File: config.mk
export PLATFORM = sky130hd
export DESIGN_NAME = y_alu_ctrl
export DESIGN_NICKNAME = d
export VERILOG_FILES = /design/src/rtl/y_alu_ctrl.sv
export SDC_FILE = /design/constraint.sdc
export NUM_CORES = 1
export LEC_CHECK = 0
export CAP_MARGIN = 20
export CORE_ASPECT_RATIO = 0.8
export CORE_MARGIN = 1
export CORE_UTILIZATION = 42
export DETAILED_ROUTE_END_ITERATION = 8
export PLACE_DENSITY = 0.82
export SLEW_MARGIN = 20
export SYNTH_ARGS = -nofsm -noshare
export SYNTH_HDL_FRONTEND = slang
export SYNTH_SLANG_ARGS = --single-unit
File: constraint.sdc
create_clock -name clk -period 2.1 [get_ports clk]
set_input_delay 0.42 -clock clk [delete_from_list [all_inputs] [get_ports clk]]
set_output_delay 0.42 -clock clk [all_outputs]
set_load 0.01 [all_outputs]
File: src/rtl/y_alu_ctrl.sv
// Purpose: decode a RISC-V instruction, drive a 32-bit ALU, capture result/zero flag and report branch/illegal.
// Latency: accept at edge k, result valid (out_valid) at edge k+ALU_LAT.
// Backpressure: result held while out_ready=0; in_ready low in EXEC and in DONE unless out_ready=1.
module y_alu_ctrl #(
    parameter int unsigned ALU_LAT = 1
) (
    input  logic        clk,
    input  logic        rst_n,
    input  logic        in_valid,
    output logic        in_ready,
    input  logic [31:0] instr,
    input  logic [31:0] rs1_val,
    input  logic [31:0] rs2_val,
    output logic [31:0] alu_a,
    output logic [31:0] alu_b,
    output logic [2:0]  alu_op,
    input  logic [31:0] alu_z,
    input  logic        alu_ex,
    output logic        out_valid,
    input  logic        out_ready,
    output logic [31:0] result,
    output logic        branch_taken,
    output logic        illegal
);

    localparam logic [2:0] OP_AND = 3'b000;
    localparam logic [2:0] OP_OR  = 3'b001;
    localparam logic [2:0] OP_ADD = 3'b010;
    localparam logic [2:0] OP_SUB = 3'b110;
    localparam logic [2:0] OP_SLT = 3'b111;

    localparam logic [6:0] OPC_R     = 7'b0110011;
    localparam logic [6:0] OPC_I     = 7'b0010011;
    localparam logic [6:0] OPC_LOAD  = 7'b0000011;
    localparam logic [6:0] OPC_STORE = 7'b0100011;
    localparam logic [6:0] OPC_BR    = 7'b1100011;

    // Counter preload: number of extra EXEC cycles after the first one.
    localparam logic [3:0] LAT_M1 = 4'(ALU_LAT - 1);

    typedef enum logic [1:0] {
        S_IDLE,
        S_EXEC,
        S_DONE
    } state_t;

    state_t      state;
    logic [3:0]  cnt;
    logic        pend_ill;
    logic        pend_beq;
    logic        pend_bne;

    logic [6:0]  opcode;
    logic [2:0]  funct3;
    logic [6:0]  funct7;
    logic [31:0] imm_i;
    logic [31:0] imm_s;
    logic        unused_bits;

    logic        dec_legal;
    logic [2:0]  dec_op;
    logic [31:0] dec_a;
    logic [31:0] dec_b;
    logic        dec_beq;
    logic        dec_bne;
    logic        accept;

    assign opcode      = instr[6:0];
    assign funct3      = instr[14:12];
    assign funct7      = instr[31:25];
    assign imm_i       = {{20{instr[31]}}, instr[31:20]};
    assign imm_s       = {{20{instr[31]}}, instr[31:25], instr[11:7]};
    assign unused_bits = ^instr[19:15];

    // Decode the instruction into ALU op, operand b and branch kind; unsupported encodings become a zeroed AND.
    always_comb begin
        dec_legal = 1'b0;
        dec_op    = OP_AND;
        dec_b     = '0;
        dec_beq   = 1'b0;
        dec_bne   = 1'b0;
        case (opcode)
            OPC_R: begin
                dec_b = rs2_val;
                if (funct7 == 7'b0000000) begin
                    case (funct3)
                        3'b000:  begin dec_op = OP_ADD; dec_legal = 1'b1; end
                        3'b010:  begin dec_op = OP_SLT; dec_legal = 1'b1; end
                        3'b110:  begin dec_op = OP_OR;  dec_legal = 1'b1; end
                        3'b111:  begin dec_op = OP_AND; dec_legal = 1'b1; end
                        default: ;
                    endcase
                end else if (funct7 == 7'b0100000 && funct3 == 3'b000) begin
                    dec_op    = OP_SUB;
                    dec_legal = 1'b1;
                end
            end
            OPC_I: begin
                dec_b = imm_i;
                case (funct3)
                    3'b000:  begin dec_op = OP_ADD; dec_legal = 1'b1; end
                    3'b010:  begin dec_op = OP_SLT; dec_legal = 1'b1; end
                    3'b110:  begin dec_op = OP_OR;  dec_legal = 1'b1; end
                    3'b111:  begin dec_op = OP_AND; dec_legal = 1'b1; end
                    default: ;
                endcase
            end
            OPC_LOAD: begin
                dec_b = imm_i;
                if (funct3 == 3'b010) begin
                    dec_op    = OP_ADD;
                    dec_legal = 1'b1;
                end
            end
            OPC_STORE: begin
                dec_b = imm_s;
                if (funct3 == 3'b010) begin
                    dec_op    = OP_ADD;
                    dec_legal = 1'b1;
                end
            end
            OPC_BR: begin
                dec_b  = rs2_val;
                dec_op = OP_SUB;
                case (funct3)
                    3'b000:  begin dec_beq = 1'b1; dec_legal = 1'b1; end
                    3'b001:  begin dec_bne = 1'b1; dec_legal = 1'b1; end
                    default: ;
                endcase
            end
            default: ;
        endcase
        if (!dec_legal) begin
            dec_op  = OP_AND;
            dec_b   = '0;
            dec_beq = 1'b0;
            dec_bne = 1'b0;
        end
    end

    assign dec_a     = dec_legal ? rs1_val : 32'd0;
    assign in_ready  = (state == S_IDLE) || (state == S_DONE && out_ready);
    assign out_valid = (state == S_DONE);
    assign accept    = in_valid && in_ready;

    // Control FSM: load operands on accept, count down the ALU latency, capture, then hold until consumed.
    always_ff @(posedge clk or negedge rst_n) begin
        if (!rst_n) begin
            state        <= S_IDLE;
            cnt          <= '0;
            alu_a        <= '0;
            alu_b        <= '0;
            alu_op       <= OP_AND;
            pend_ill     <= 1'b0;
            pend_beq     <= 1'b0;
            pend_bne     <= 1'b0;
            result       <= '0;
            branch_taken <= 1'b0;
            illegal      <= 1'b0;
        end else begin
            case (state)
                S_IDLE: ;
                S_EXEC: begin
                    if (cnt == 4'd0) begin
                        result       <= pend_ill ? 32'd0 : alu_z;
                        branch_taken <= (pend_beq && alu_ex) || (pend_bne && !alu_ex);
                        illegal      <= pend_ill;
                        state        <= S_DONE;
                    end else begin
                        cnt <= cnt - 4'd1;
                    end
                end
                S_DONE: begin
                    if (out_ready && !in_valid) begin
                        state <= S_IDLE;
                    end
                end
                default: state <= S_IDLE;
            endcase
            // A new instruction is taken from IDLE, or from DONE in the same cycle the result is consumed.
            if (accept) begin
                alu_a    <= dec_a;
                alu_b    <= dec_b;
                alu_op   <= dec_op;
                pend_ill <= !dec_legal;
                pend_beq <= dec_beq;
                pend_bne <= dec_bne;
                cnt      <= LAT_M1;
                state    <= S_EXEC;
            end
        end
    end

endmodule
==> out/results.txt, run 1 <==
The die covers 12,490 sq um. The average cell area after synthesis was 9.844 sq um; the ratio of cells with drive above 1 in the final layout was 8.753%. Port buffering added 230 buffers. For this run, the detailed router's first-pass iteration total came to 5.

The number of buffers created by CTS is 9. After filler insertion, the fill cell instance count of the layout stands at 861. The maximum number of buffers from clock root to sink was 2.

The run gives 2753 sq um as the area of all sequential standard cells. Dividing the detail-routed via count by the number of cells gives 5.452. The logs give 8142 sq um for the final instance area and 2.25 ns for the arrival time at the worst endpoint. Highest net fanout along the worst path: 12. The cell at the root of the clock tree was sky130_fd_sc_hd__clkbuf_16. Synthesis produced a netlist whose cell count is 514. The floorplan step defined a core boundary enclosing 11,600 sq um. The run gives 110 as the clock sink count. The tools report the overall global routing resource usage as 25.82%. Most used flip-flop cell after synthesis: sky130_fd_sc_hd__dfrtp_1. The run gives 0.01254 ns as the maximum clock skew at final layout.

The floorplan has 35 rows. The first routing iteration left 220 violations. The first global-routing pass estimated 25,650 um of wire. In the layout the commonest cells are sky130_fd_sc_hd__clkdlybuf4s50_1, sky130_fd_sc_hd__dfrtp_1, sky130_fd_sc_hd__nand2_1.

The clock tree synthesis step divided the H-tree into 3 levels. The run gives 0 as the count of endpoints failing setup in the final report. The logs give 0 for the count of max-cap constraint violations and 37.18% for the relative slew slack. Cells fill 70.16% of the core in the end. In this run, distinct cell masters in the synthesized netlist total 41. Counting every net in the synthesized netlist gives 649. Area fraction of the dominant cell type after synthesis: 54.40%. In this run the worst hold path is classified as in -> async. Setup repair after global routing could not meet its margin everywhere. The number of routed nets with antenna violations came out at 0. The path type of the worst setup path is in -> reg. The actual transition at the worst max-transition pin works out to 0.9366 ns.

Detailed placement finished with a half-perimeter wire length of 11,270 um. The area taken by multi-input logic gates was 2100 sq um; the number of enable-type register cells in the synthesized netlist was 0. The via count of the first global-routing pass is 4,971, and the total count of hold-check failures in the final report is 0. The routed layout has 4,918 vias. The tightest hold path in the finished design has a slack of 0.09328 ns. After layout, the design draws a total of 5425 uW. Based on the critical path, the design can be clocked at up to 493.1 MHz.

The total of flip-flops plus latches after synthesis is 110. The startpoint type of the worst setup path is a primary input. The final period demand of the worst path is 2.028 ns, and the effective utilization at floorplan is 43.60%.

The proportion of synthesized flip-flops having asynchronous set or reset works out to 100.0%. For this run, design rule violations remaining after detail routing come to 0. Final weighted congestion in routability-driven placement: 0.8550. Clock latency of the later-clocked register in the worst-skew pair: 0.34 ns. The total wire length was 16,290 um; the power per cell area was 666.4 nW/um^2. The number of slew-limit violations in the final report was 0; the clock slew seen by the registers of the worst setup and hold paths was 0.08 ns. Library cell occupying the most area in the post-synthesis netlist: sky130_fd_sc_hd__dfrtp_1. Summed over all cells, the static leakage comes to 0.003427 uW. IR analysis of the VDD net gives a maximum drop of 0.4425 mV. The final routed wire length divided by cell count was 18.06 um; the total placed instance area was 7711 sq um.

The tools report the required time of the worst setup path as 2.32 ns. The Yosys step of the flow raised 0 warnings. Leaving out fill and tap cells, the most frequent cell in the layout is sky130_fd_sc_hd__clkdlybuf4s50_1.

Entering global routing, the biggest net connects 111 pins. By area the synthesized netlist is led by sky130_fd_sc_hd__dfrtp_1, sky130_fd_sc_hd__a22o_1, sky130_fd_sc_hd__nand2_1. The worst setup path is captured at a flip-flop. TritonCTS built the clock tree. The number of antenna diodes in the final layout is 0. The die is 124.7 um wide. For the number of antenna violations at the first check in global routing, the log shows 0. The flow ran to the end, and the final reports show no timing, DRC or antenna violations. The number of nets in the layout was 884; the post-route clock period utilization was 96.58%. Summed over all layers, the global routing overflow is 0.

The die is 100.2 um tall. Sequential elements use 54.40% of the synthesized area. The relative area change from synthesis to final layout came out at 60.91%.

Pin placement for this block handled 236 I/O pins. Netlist area before placement: 5060 sq um.
==> registers in the layout, summed over array words and instances (netlist names), 2 cells and up <==
name    count
alu_a      32
alu_b      32
result     32
cnt         4
alu_op      3
state       2
==> logic make-up (layout without fill, tap and decap cells) <==
logic type / after synthesis / after routing / share of synthesized area, %
xor gates and xnor gates: 2 / 2 / 0.3463
muxes: 6 / 6 / 1.187
AOI/OAI and AO/OA: 213 / 213 / 27.57
DFF: 110 / 110 / 54.40
adders and majority gates: 2 / 2 / 0.4945
buffers and inverters: 54 / 294 / 4.748
and+or+nand+nor: 127 / 127 / 11.25
==> power breakdown <==
group,leakage (uW),switching (uW),total [uW],internal [uW]
combinational,0.00176,771,1450,681
sequential,0.00152,78.5,2310,2230
clock,0.000141,819,1660,842
total,0.00343,1670,5430,3760
==> layout make-up <==
type / count / area share [%]
Inverter: 7 / 0.3227
Clock buffer: 10 / 2.812
Multi-Input combinational cell: 350 / 25.79
Sequential cell: 110 / 33.81
Tap cell: 148 / 2.274
Timing Repair Buffer: 271 / 34.15
Clock inverter: 6 / 0.8452
==> per-layer routing <==
layer	track usage (%)	share of wire, %	vias up
met4	5.283	1.3	0
met2	45.26	50	205
li1	-	-	2339
met3	7.249	7.5	18
met1	32.02	42	2356
met5	0	0	-
==> critical path, stage by stage <==
cell	delay (ns)
sky130_fd_sc_hd__clkdlybuf4s50_1	0.58
sky130_fd_sc_hd__buf_4	0.16
sky130_fd_sc_hd__nor2b_1	0.05
sky130_fd_sc_hd__and4_1	0.19
sky130_fd_sc_hd__o21bai_1	0.23
sky130_fd_sc_hd__a21oi_4	0.11
sky130_fd_sc_hd__buf_12	0.15
sky130_fd_sc_hd__buf_16	0.14
sky130_fd_sc_hd__a32o_1	0.22
==> Yosys cell counts (2+ instances only) <==
master                     number
sky130_fd_sc_hd__a32o_1         2
sky130_fd_sc_hd__inv_1          6
sky130_fd_sc_hd__nor4_1         3
sky130_fd_sc_hd__or3_1          2
sky130_fd_sc_hd__mux2i_1        6
sky130_fd_sc_hd__a21oi_1       58
sky130_fd_sc_hd__a22oi_1        6
sky130_fd_sc_hd__ha_1           2
sky130_fd_sc_hd__nor2b_1        9
sky130_fd_sc_hd__o21ai_0       46
sky130_fd_sc_hd__nand2_1       82
sky130_fd_sc_hd__dfrtp_1      110
sky130_fd_sc_hd__buf_6          3
sky130_fd_sc_hd__a22o_1        65
sky130_fd_sc_hd__xnor2_1        2
sky130_fd_sc_hd__o22ai_1       28
sky130_fd_sc_hd__nor3b_1        2
sky130_fd_sc_hd__buf_2          9
sky130_fd_sc_hd__nand3_1        5
sky130_fd_sc_hd__and2_1         2
sky130_fd_sc_hd__nor2_1        13
sky130_fd_sc_hd__o41ai_1        2
sky130_fd_sc_hd__clkbuf_1      33
==> through the flow <==
stage / std cells / setup slack, ns / TNS [ns]
2_1_floorplan: 514 / 0.3411 / 0
3_3_place_gp: 881 / -0.3135 / -19.60
3_5_place_dp: 881 / -0.4160 / -25.46
4_1_cts: 900 / -0.02526 / -0.06779
5_1_grt: 902 / -0.006297 / -0.006297
6_report: 902 / 0.07181 / 0
==> final timing paths <==
check	startpoint	to	slack (ns)	cells past startpoint
hold / removal	rst_n	alu_b[5]$_DFFE_PN0P_	0.09	2
hold reg to reg	result[5]$_DFFE_PN0P_	result[5]$_DFFE_PN0P_	0.48	2
setup / recovery	instr[13]	alu_op[1]$_DFFE_PN0P_	0.07	9
setup reg to reg	cnt[0]$_DFFE_PN0P_	cnt[3]$_DFFE_PN0P_	0.28	7
max in group asynchronous	rst_n	alu_op[1]$_DFFE_PN0P_	1.49	2
min in group clk	result[5]$_DFFE_PN0P_	result[5]$_DFFE_PN0P_	0.48	2
==> repair_timing <==
action                                 in CTS  in global routing
gates resized for setup                     2                  4
hold buffers                                0                  0
endpoints found under the hold margin       0                  0
pin swaps                                   0                  3
setup buffers                               2                  0
setup endpoints to repair                  65                 68
gates cloned                                1                  2
(Power assumes the default switching activity.)
==> run 2: changes to the inputs <==
--- a/config.mk
+++ b/config.mk
@@ -8,9 +8,9 @@
 export CAP_MARGIN = 20
 export CORE_ASPECT_RATIO = 0.8
 export CORE_MARGIN = 1
-export CORE_UTILIZATION = 42
+export CORE_UTILIZATION = 30
 export DETAILED_ROUTE_END_ITERATION = 8
-export PLACE_DENSITY = 0.82
+export SETUP_SLACK_MARGIN = 0.05
 export SLEW_MARGIN = 20
 export SYNTH_ARGS = -nofsm -noshare
 export SYNTH_HDL_FRONTEND = slang
==> run 2 against run 1 <==
Register-to-register slack barely moved. Non-clock buffer count rose by 6. Highest routed layer unchanged. Setup slack improved by 0.029 ns. Sequential share of layout area fell by 0.72 points. Maximum frequency rose by 1.4%. Total power rose by 1.8%. Routed wire length rose by 4.1%. Die area rose by 39%. Flip-flop and latch count did not move. Cell count rose by 8.6%. Combinational power barely moved. Sequential power barely moved.
==> out/results.txt, run 2 (synthesis gave the netlist of run 1 again) <==
The number of inserted diodes was 0 (unchanged). The tree is rooted in a sky130_fd_sc_hd__clkbuf_16. The logs give 0.003475 uW (+1.4%) for the leakage power of the design and 0 (unchanged) for the global route total overflow.

The startpoint type of the worst setup path is a primary input. TritonCTS built the clock tree. The relative area change from synthesis to final layout was 64.39%; the cell row count was 42 (+20%).

Leaving out fill and tap cells, the most frequent cells in the layout are sky130_fd_sc_hd__clkdlybuf4s50_1, sky130_fd_sc_hd__dfrtp_1, sky130_fd_sc_hd__nand2_1. The arrival time at the worst endpoint is 2.29 ns (+0.04 ns), and the first-pass GRT wire length is 26,170 um (+2.0%). Met2 capacity usage during global routing: 29.25% (-16 points).

The post-route setup TNS came out at 0 ns (unchanged). met2 is the most crowded layer. The total count of hold-check failures in the final report came out at 0 (unchanged). Endpoint class of the critical path: a flip-flop.

The run gives -0.3657 ns (+0.05033 ns) as the pre-CTS worst setup slack. The worst setup margin was 0.1004 ns (+0.02863 ns); the final weighted congestion in routability-driven placement was 0.8438 (-1.3%). The die extent in x is 147.2 um (+18%). The maximum number of pins on one net before global-route repair is 111 (unchanged), and the effective utilization at floorplan is 30.66% (-13 points).

In the final layout, the registers with the most flip-flops are alu_a x32, alu_b x32, result x32. Post-route clock period utilization: 95.22% (-1.4 points). The run gives 11,800 um (+4.6%) as the detailed placer's ending HPWL. The total wire length was 16,960 um (+4.1%).

The tools report the fill cell total of the finished layout as 1,506 (+75%). The final period demand of the worst path was 2.000 ns (-0.02863 ns); the residual DRC count was 0 (unchanged). The clock latency of the later-clocked register in the worst-skew pair came out at 0.35 ns (about the same).

The maximum clock skew at final layout is 0.003567 ns (-0.008972 ns). The total chip power came out at 5522 uW (+1.8%). The worst setup path is of the in -> reg kind. The clock slew seen by the registers of the worst setup and hold paths was 0.08 ns (about the same). The power per cell area works out to 663.9 nW/um^2 (-0.38%).

The flow ran to the end, and the final reports show no timing, DRC or antenna violations. The run gives 2 (unchanged) as the maximum number of buffers from clock root to sink. For the filler-free cell count of the finished design, the log shows 980 (+8.6%).

The largest stage delay on the critical path is 0.44 ns (-0.14 ns). The tools report the number of top-level design ports as 236 (unchanged). The height of the die works out to 118.2 um (+18%). The run gives 17,390 sq um (+39%) as the area of the die.

The clock sink count is 110 (unchanged). Setup repair after global routing left no endpoint under its margin. The total placed cells including tap cells came out at 959 (+8.9%).

The number of buffers created by CTS was 9 (unchanged). The run gives 0 (unchanged) as the number of routed nets with antenna violations. The final routed wire length divided by cell count was 17.31 um (-4.2%); the depth of the CTS H-tree was 3 (unchanged).

The highest net fanout along the worst path was 17 (+5). On the critical path the largest part of the delay comes from buffers and inverters. The vias per cell came out at 5.060 (-7.2%). The number of port buffers was 230 (unchanged). The min-delay analysis places its worst path in the category in -> async. The required time of the worst setup path was 2.39 ns (+0.07 ns). The critical path goes through clkdlybuf4s50_1, nor4_2, buf_4, nand3_1, o31a_1, a21oi_4, buf_12, buf_12, a22o_1. The library cell used most frequently in the layout, excluding fill and tap cells, is sky130_fd_sc_hd__clkdlybuf4s50_1. The number of vias after detailed routing was 4,959 (+0.83%); the actual transition at the worst max-transition pin was 0.6787 ns (-0.2579 ns). The number of nets in the layout is 890 (+0.68%). The logs give 4 (-1) for the number of detailed-route iterations in the first pass and 54.76% (+18 points) for the relative slew slack.

The number of design-rule violations left by the first detailed-router iteration was 243 (+10%). Slowest cell on the critical path: sky130_fd_sc_hd__clkdlybuf4s50_1. The ratio of cells with drive above 1 in the final layout was 9.342% (+0.59 points); the placeable core region was 16,500 sq um (+42%). The tools report the maximum clock frequency as 500.1 MHz (+1.4%).

The via count of the first global-routing pass is 4,951 (-0.40%). The count of endpoints failing setup in the final report was 0 (unchanged); the number of antenna violations at the first check in global routing was 0 (unchanged). The tools report the number of slew-limit violations in the final report as 0 (unchanged). For the overall global routing resource usage, the log shows 18.92% (-6.9 points). Met3 track demand over resource in global routing: 7.027% (-0.22 points).

The run gives 0 (unchanged) as the count of max-cap constraint violations. The met1 layer usage reported by global route was 25.20% (-6.8 points); the count of buffer and inverter cells on the critical path was 4 (unchanged). The cell with the most instances on the worst path was sky130_fd_sc_hd__buf_12. The run gives 0.4655 mV (+5.2%) as the highest ir drop seen on vdd.
run 2: cell count changes in the layout (fill, tap and decap cells not counted), sizes merged:
cell | previous run | this run
bufinv | 0 | 1
clkbuf | 12 | 13
inv | 8 | 7
dlymetal6s2s | 1 | 2
dlygate4sd2 | 0 | 1
buf | 41 | 45
clkdlybuf4s50 | 227 | 226
run 2: layout make-up:
cell class	instances	area, sq um	share of cell area (%)
tap	220	275.3	3.309
clock inverter	6	82.58	0.9928
multi-input combinational	350	2100	25.24
timing repair buffer	277	2853	34.30
inverter	7	26.28	0.3159
sequential	110	2753	33.09
clock buffer	10	229.0	2.753
run 2: routing by layer:
metal,vias to the layer above,wire [um]
li1,2358,-
met1,2390,7674
met2,202,7672
met3,9,1465
met4,0,146
met5,-,0
run 2: through the flow:
| step | util, % | area (sq um) | hold WS [ns] |
|---|---|---|---|
| finish | 50.41 | 8318 | 0.06155 |
| global route | 50.41 | 8318 | 0.1225 |
| CTS | 49.58 | 8180 | 0.1589 |
| detailed placement | 47.66 | 7864 | 0.4644 |
| global placement | 47.66 | 7864 | 0.4628 |
| floorplan | - | 5060 | 0.1244 |
run 2: worst register-to-register path: cells and delay by family, from the launching register on:
kind	cells	cell delay (ns)
buffers and inverters	1	0.09
AOI/OAI and AO/OA	1	0.05
xor gates and xnor gates	1	0.17
and+or+nand+nor	3	0.82
DFF	1	0.39
adders and majority gates	1	0.19
run 2: timing repair:
action / in CTS / in global routing
setup endpoints to repair: 50 / 68
hold buffers: 0 / 0
hold endpoints to repair: 0 / 0
buffers inserted: 0 / 1
gates cloned: 0 / 4
pin swaps: 0 / 3
resized for setup: 2 / 7
run 2: worst paths after layout:
check                                       from               endpoint  slack, ns  depth (start not counted)
setup / recovery                       instr[26]  alu_a[11]$_DFFE_PN0P_       0.10                          9
hold / removal                             rst_n   alu_b[7]$_DFFE_PN0P_       0.06                          2
setup reg to reg              cnt[0]$_DFFE_PN0P_     cnt[3]$_DFFE_PN0P_       0.27                          7
hold reg to reg            result[7]$_DFFE_PN0P_  result[7]$_DFFE_PN0P_       0.48                          2
max in group asynchronous                  rst_n   alu_b[8]$_DFFE_PN0P_       1.46                          2
min in group clk           result[7]$_DFFE_PN0P_  result[7]$_DFFE_PN0P_       0.48                          2
run 2: where the power goes:
part / total (uW) / switching [uW] / internal [uW]
Sequential: 2310 / 73.2 / 2230
Combinational: 1430 / 779 / 653
Clock: 1780 / 833 / 950
Total: 5520 / 1690 / 3840
==> run 3: changes to the inputs <==
--- a/config.mk
+++ b/config.mk
@@ -7,7 +7,6 @@
 export LEC_CHECK = 0
 export CAP_MARGIN = 20
 export CORE_ASPECT_RATIO = 0.8
-export CORE_MARGIN = 1
 export CORE_UTILIZATION = 30
 export DETAILED_ROUTE_END_ITERATION = 8
 export SETUP_SLACK_MARGIN = 0.05
==> results of run 3 <==
The final DEF is identical to that of run 2; final timing and power are the same.
